==> src/rtl/stream_mux_rr_if.sv <==
`default_nettype none
// ============================================================================
//  Module   : stream_mux_rr_if
//  Purpose  : Bundle of the N input streams, the fixed-select controls and the
//             single output stream of stream_mux_rr.
//             master = producer/consumer side, slave = multiplexer side.
//  Revision : 1.0  initial release
// ============================================================================
interface stream_mux_rr_if #(
   parameter int SIZE = 8,
   parameter int N    = 4
);
   localparam int SELW = $clog2(N);

   logic [N*SIZE-1:0] in_data;
   logic [N-1:0]      in_valid;
   logic [N-1:0]      in_ready;
   logic              fixed_en;
   logic [SELW-1:0]   fixed_sel;
   logic [SIZE-1:0]   out_data;
   logic [SELW-1:0]   out_chan;
   logic              out_valid;
   logic              out_ready;

   modport master (
      output in_data, in_valid, fixed_en, fixed_sel, out_ready,
      input  in_ready, out_data, out_chan, out_valid
   );

   modport slave (
      input  in_data, in_valid, fixed_en, fixed_sel, out_ready,
      output in_ready, out_data, out_chan, out_valid
   );
endinterface
`default_nettype wire

==> src/rtl/stream_mux_rr.sv <==
`default_nettype none
// ============================================================================
//  Module   : stream_mux_rr
//  Purpose  : N-channel registered stream multiplexer. One input is granted per
//             cycle, either round-robin (starting at the channel after the
//             last winner) or by a fixed channel index. The granted word and
//             its channel index are captured in a single output register.
//  Revision : 1.0  initial release
// ============================================================================
module stream_mux_rr #(
   parameter int SIZE = 8,
   parameter int N    = 4
) (
   input  logic               clk,
   input  logic               rst_n,
   stream_mux_rr_if.slave     sif
);

   localparam int SELW = $clog2(N);

   // Constants sized to the index width; the scan sum carries one extra bit
   // so that ptr + offset never overflows before the wrap correction.
   localparam int              C_LAST_I = N - 1;
   localparam int              C_ONE_I  = 1;
   localparam logic [SELW:0]   C_N      = N[SELW:0];
   localparam logic [SELW-1:0] C_LAST   = C_LAST_I[SELW-1:0];
   localparam logic [SELW-1:0] C_ONE    = C_ONE_I[SELW-1:0];

   // ---------------------------------------------------------------------
   // State
   // ---------------------------------------------------------------------
   logic [SIZE-1:0] out_data_q,  out_data_d;
   logic [SELW-1:0] out_chan_q,  out_chan_d;
   logic            out_valid_q, out_valid_d;
   logic [SELW-1:0] ptr_q,       ptr_d;

   // ---------------------------------------------------------------------
   // Combinational
   // ---------------------------------------------------------------------
   logic            load_en;
   logic [SELW:0]   rr_sum;
   logic [SELW-1:0] rr_lo;
   logic            rr_vld;
   logic [SELW-1:0] rr_idx;
   logic            fx_vld;
   logic            grant_vld;
   logic [SELW-1:0] grant_idx;
   logic [SIZE-1:0] grant_data;
   logic [N-1:0]    ready_w;

   // The output register may take a new word when empty or being drained.
   assign load_en = !out_valid_q || sif.out_ready;

   // Round-robin scan: first valid channel at ptr, ptr+1, ..., wrapping at N.
   always_comb begin
      rr_vld = 1'b0;
      rr_idx = '0;
      rr_sum = '0;
      rr_lo  = '0;
      for (int k = 0; k < N; k++) begin
         rr_sum = {1'b0, ptr_q} + k[SELW:0];
         if (rr_sum >= C_N) begin
            rr_sum = rr_sum - C_N;
         end
         rr_lo = rr_sum[SELW-1:0];
         if (!rr_vld && sif.in_valid[rr_lo]) begin
            rr_vld = 1'b1;
            rr_idx = rr_lo;
         end
      end
   end

   // Fixed mode: an out-of-range fixed_sel matches no channel and is never granted.
   always_comb begin
      fx_vld = 1'b0;
      for (int i = 0; i < N; i++) begin
         if (sif.fixed_sel == i[SELW-1:0] && sif.in_valid[i]) begin
            fx_vld = 1'b1;
         end
      end
   end

   assign grant_vld = load_en && (sif.fixed_en ? fx_vld : rr_vld);
   assign grant_idx = sif.fixed_en ? sif.fixed_sel : rr_idx;

   // Per-channel ready: only the granted channel, and never while in reset.
   generate
      for (genvar gi = 0; gi < N; gi++) begin : g_ready
         assign ready_w[gi] = rst_n && grant_vld && (grant_idx == gi[SELW-1:0]);
      end
   endgenerate

   assign sif.in_ready = ready_w;

   // Data select for the granted channel (loop form avoids a width-mismatched multiply).
   always_comb begin
      grant_data = '0;
      for (int i = 0; i < N; i++) begin
         if (grant_idx == i[SELW-1:0]) begin
            grant_data = sif.in_data[i*SIZE +: SIZE];
         end
      end
   end

   // Next state: load on a grant, empty the register on a drain with no grant, else hold.
   always_comb begin
      out_data_d  = out_data_q;
      out_chan_d  = out_chan_q;
      out_valid_d = out_valid_q;
      ptr_d       = ptr_q;
      if (load_en) begin
         if (grant_vld) begin
            out_data_d  = grant_data;
            out_chan_d  = grant_idx;
            out_valid_d = 1'b1;
            ptr_d       = (grant_idx == C_LAST) ? '0 : grant_idx + C_ONE;
         end else begin
            out_valid_d = 1'b0;
         end
      end
   end

   // Output register and round-robin pointer; reset drops any pending word.
   always_ff @(posedge clk or negedge rst_n) begin
      if (!rst_n) begin
         out_data_q  <= '0;
         out_chan_q  <= '0;
         out_valid_q <= 1'b0;
         ptr_q       <= '0;
      end else begin
         out_data_q  <= out_data_d;
         out_chan_q  <= out_chan_d;
         out_valid_q <= out_valid_d;
         ptr_q       <= ptr_d;
      end
   end

   assign sif.out_data  = out_data_q;
   assign sif.out_chan  = out_chan_q;
   assign sif.out_valid = out_valid_q;

endmodule
`default_nettype wire

==> src/flat_wrapper.sv <==
// flat-port wrapper written by rule: the top's interface ports become plain ports
module stream_mux_rr_flat 
#(
   parameter int SIZE = 8,
   parameter int N    = 4
)
  (clk, rst_n, sif_in_data, sif_in_valid, sif_fixed_en, sif_fixed_sel, sif_out_ready, sif_in_ready, sif_out_data, sif_out_chan, sif_out_valid);
  stream_mux_rr_if #(.SIZE(SIZE), .N(N)) sif_i ();
  input  logic clk;
  input  logic rst_n;
  input wire logic [$bits(sif_i.in_data)-1:0] sif_in_data;
  input wire logic [$bits(sif_i.in_valid)-1:0] sif_in_valid;
  input wire logic [$bits(sif_i.fixed_en)-1:0] sif_fixed_en;
  input wire logic [$bits(sif_i.fixed_sel)-1:0] sif_fixed_sel;
  input wire logic [$bits(sif_i.out_ready)-1:0] sif_out_ready;
  output wire logic [$bits(sif_i.in_ready)-1:0] sif_in_ready;
  output wire logic [$bits(sif_i.out_data)-1:0] sif_out_data;
  output wire logic [$bits(sif_i.out_chan)-1:0] sif_out_chan;
  output wire logic [$bits(sif_i.out_valid)-1:0] sif_out_valid;
  assign sif_i.in_data = sif_in_data;
  assign sif_i.in_valid = sif_in_valid;
  assign sif_i.fixed_en = sif_fixed_en;
  assign sif_i.fixed_sel = sif_fixed_sel;
  assign sif_i.out_ready = sif_out_ready;
  assign sif_in_ready = sif_i.in_ready;
  assign sif_out_data = sif_i.out_data;
  assign sif_out_chan = sif_i.out_chan;
  assign sif_out_valid = sif_i.out_valid;
  stream_mux_rr #(.SIZE(SIZE), .N(N)) u_core (.clk(clk), .rst_n(rst_n), .sif(sif_i));
endmodule
==> config.mk <==
export PLATFORM = sky130hd
export DESIGN_NAME = stream_mux_rr_flat
export DESIGN_NICKNAME = d
export VERILOG_FILES = /design/src/rtl/stream_mux_rr_if.sv /design/src/rtl/stream_mux_rr.sv /design/src/flat_wrapper.sv
export SDC_FILE = /design/constraint.sdc
export NUM_CORES = 1
export LEC_CHECK = 0
export BUFFER_PORTS_ARGS = -buffer_cell sky130_fd_sc_hd__buf_4
export CAP_MARGIN = 20
export CELL_PAD_IN_SITES_DETAIL_PLACEMENT = 0
export CELL_PAD_IN_SITES_GLOBAL_PLACEMENT = 1
export CORE_AREA = 5 5 62 69
export CTS_BUF_LIST = sky130_fd_sc_hd__clkbuf_4 sky130_fd_sc_hd__clkbuf_8
export CTS_CLUSTER_DIAMETER = 30
export DETAILED_ROUTE_END_ITERATION = 16
export DIE_AREA = 0 0 67 74
export PLACE_DENSITY_LB_ADDON = 0.1
export SYNTH_ARGS = -nofsm -noshare
export SYNTH_HDL_FRONTEND = slang
export SYNTH_SLANG_ARGS = --single-unit
==> constraint.sdc <==
create_clock -name clk -period 2.4 [get_ports clk]
set_input_delay 0.48 -clock clk [delete_from_list [all_inputs] [get_ports clk]]
set_output_delay 0.48 -clock clk [all_outputs]
set_load 0.005 [all_outputs]
==> results.yml <==
power_and_ir_drop:
  peakVddDrop_v: 0.000250
  leakagePower_nw: 0.822
  cellPowerDensity_mw_per_mm2: 737
  report.power.total_mw: 1.28
timing:
  post_route_worst_setup_slack_ps: 67.0
  max_fclk_mhz: 429
  slew-limit-headroom: 0.685
  setup_tns_ps: 0
  whs_ps: 94.5
  fin_skew_ps: 3.23
  report.final.setup_viol: 0
  timing_max_transition_violations_final: 0
  min_period_over_period: 0.972
  grt_setup_unrepaired: "yes"
  min_cycle_time_layout_ps: 2330
  timing.final.hold_violations: 0
  worstMarginPinSlew_ps: 472
synth:
  ys_seq_elements: 13
  post_syn_area_per_cell_um2: 10.1
  synthCells: 97
  synth.lib_cells_used.distinct: 27
  yosys.area_share.adder: 0.0510
  mappedNetlistArea_um2: 981
  synth.top_cell.area_share: 0.332
  main_combinational_cell_family_by_area_after_synthesis: "compound AO/OA/AOI/OAI gates"
  synth.net_count: 143
  seq_area_frac_synth: 0.332
  synth_area_in_compound_gates: 0.200
  synthTopCellsByArea: "sky130_fd_sc_hd__dfrtp_1, sky130_fd_sc_hd__mux2_4, sky130_fd_sc_hd__a221oi_1"
  synth.mux.area_fraction: 0.189
  synth_simple_gate_area_frac: 0.179
  leading_area_contributor_after_synthesis: "sky130_fd_sc_hd__dfrtp_1"
  ys.warnings.count: 0
  post_synth_xor_xnor_area: 0
clock_tree:
  cts_tree: "built"
  htreeDepth: 1
  clkSinkCount: 13
  cts-root-to-sink-buffers: 2
  cts.reportedPaths.clkPinSlew_ps: 60
  clk-insertion-delay-late_ps: 240
  cts_buffers: 3
  cts_hold_repair.buffers: 0
  root_buf_cell: "sky130_fd_sc_hd__clkbuf_8"
placed_design:
  numPlacedInstances: 211
  gpl.final_weighted_congestion: 0.733
  dpl_cell_area_mm2: 0.00155
  hpwl_mm: 2.43
  post-place-ws_ps: -235
  port_buffers: 56
cells_and_area:
  multi_input_area_um2: 704
  post-route-util: 0.493
  syn_to_final_growth_pct: 77.8
  number_of_filler_instances_in_the_final_layout: 349
  final_design_area_no_fill_mm2: 0.00174
  antenna-diode-count: 0
  fin_nets: 216
  ff_latch_area_um2: 327
  most_frequent_standard_cell_in_the_layout_excluding_fill_and_tap_cells: "sky130_fd_sc_hd__buf_4"
  most-common-layout-cells: "sky130_fd_sc_hd__buf_4, sky130_fd_sc_hd__dfrtp_1, sky130_fd_sc_hd__nand2_1, sky130_fd_sc_hd__nor2b_1, sky130_fd_sc_hd__o31ai_1"
  fin_cells: 219
  layout-drive-gt1-share: 0.639
die:
  fp-row-count: 23
  die_y_um: 74
  die_outline_area_mm2: 0.00496
  chip_width_um: 67
  core_area_mm2: 0.00354
  io_pins: 57
  start_util: 0.277
worst_setup_path:
  worstReg2RegEnd: "u_core.sif.out_data[1]"
  arrival_ps: 1850
  worst-setup-path-type: "reg2out"
  worst_ep_required_time_ps: 1920
  critical-path-slowest-cell: "sky130_fd_sc_hd__dfrtp_2"
  worst_r2r_startpoint: "u_core.ptr_q[0]"
  worst-r2r-cell-count: 10
  critPathTopFamily: "flip-flops"
  setup.worst_path.end_class: "output port"
  cpMostUsedCell: "sky130_fd_sc_hd__buf_6"
  reg_to_reg_setup_timing_slack_ps: 180
  number_of_buffers_and_inverters_on_the_critical_path: 3
  critical-path-max-stage-delay_ps: 450
  crit_path_max_fanout: 6
  worst_setup_path_start_kind: "flop"
  crit_chain: "mux2i_1 -> a221oi_2 -> o21a_2 -> inv_2 -> ha_4 -> buf_6 -> and3_4 -> buf_6"
routing:
  drt_first_iter_violations: 28
  final_antenna_net_count: 0
  drt-total-wl_mm: 3.05
  num_vias: 1028
  wl_per_instance_um: 13.9
  routed_vias_inst: 4.69
  drt_pre_antenna_iters: 3
  detail_route.drc_violations: 0
grt:
  grt_pass1_wl_mm: 5.09
  vias_in_the_first_global_route: 1131
  grt_antenna_before_repair: 0
  grt_overflow_total: 0
  track_usage: 0.132
  pin_count_of_the_biggest_net_entering_global_routing: 18
status:
  status: "finished clean"
worst_hold_path:
  hold_class: "in2async"
job:
  cap_violations: 0
[how the worst max path moves through the flow]
stage	from	endpoint	slack [ps]	cells after the start
floorplan	sif_in_valid[0]	sif_in_ready[3]	80	7
global placement	sif_in_valid[0]	u_core.sif.out_data[4]	-170	10
detailed placement	sif_fixed_sel[0]	u_core.sif.out_data[7]	-230	10
CTS	u_core.ptr_q[1]	sif_in_ready[1]	-40	7
global route	u_core.ptr_q[1]	sif_in_ready[0]	-30	8
finish	u_core.ptr_q[1]	sif_in_ready[0]	70	8
[flip-flops by register name, summed over array words and instances, names as in the netlist]
name and flops:
u_core.sif.out_valid 1, u_core.sif.out_chan 2, u_core.ptr_q 2, u_core.sif.out_data 8
[routing by layer]
| layer | track usage | share of wire | up-vias | wire length (um) |
|---|---|---|---|---|
| li1 | - | - | 502 | - |
| met4 | 0.0473 | 0.016 | 0 | 48 |
| met3 | 0.0363 | 0.076 | 4 | 232 |
| met5 | 0 | 0 | - | 0 |
| met1 | 0.159 | 0.42 | 483 | 1270 |
| met2 | 0.224 | 0.49 | 39 | 1490 |
[final cells by class]
class	instances	area share
well taps	50	0.0359
repair buffers	73	0.334
clock buffers	4	0.0280
multi-input cells	74	0.404
inverters	5	0.0108
flip-flops and latches	13	0.187
[logic make-up after synthesis]
| group | count (synthesis) |
|---|---|
| adder cells (fa/ha/maj) | 4 |
| multiplexers | 14 |
| buffers and inverters | 10 |
| AO/OA/AOI/OAI | 26 |
| AND/OR/NAND/NOR | 30 |
| flip-flops | 13 |
[Yosys cell counts, drive strengths merged]
master and instances:
a211o 1, a211oi 1, a21oi 3, a221oi 8, a22o 1, and2 1, and3 4, buf 2
clkbuf 3, dfrtp 13, ha 4, inv 5, mux2 11, mux2i 2, mux4 1, nand2 9
nor2 2, nor2b 12, nor3 1, nor4b 1, o21a 2, o21ai 2, o21bai 1, o31ai 7
[report_power, final]
group / total [mW] / internal (mW) / switching (mW) / leakage [nW]
Clock: 0.208 / 0.129 / 0.0798 / 0.0262
Combinational: 0.694 / 0.436 / 0.259 / 0.643
Sequential: 0.382 / 0.313 / 0.0686 / 0.153
Total: 1.28 / 0.878 / 0.407 / 0.822
[timing repair]
item / 4_1_cts / 5_1_grt
setup endpoints to repair: 8 / 11
pin swaps: 3 / 7
gates cloned: 0 / 0
resized for setup: 13 / 15
setup buffers: 0 / 5
endpoints found under the hold margin: 0 / 0
No activity file was read; power rests on OpenSTA's default activity.
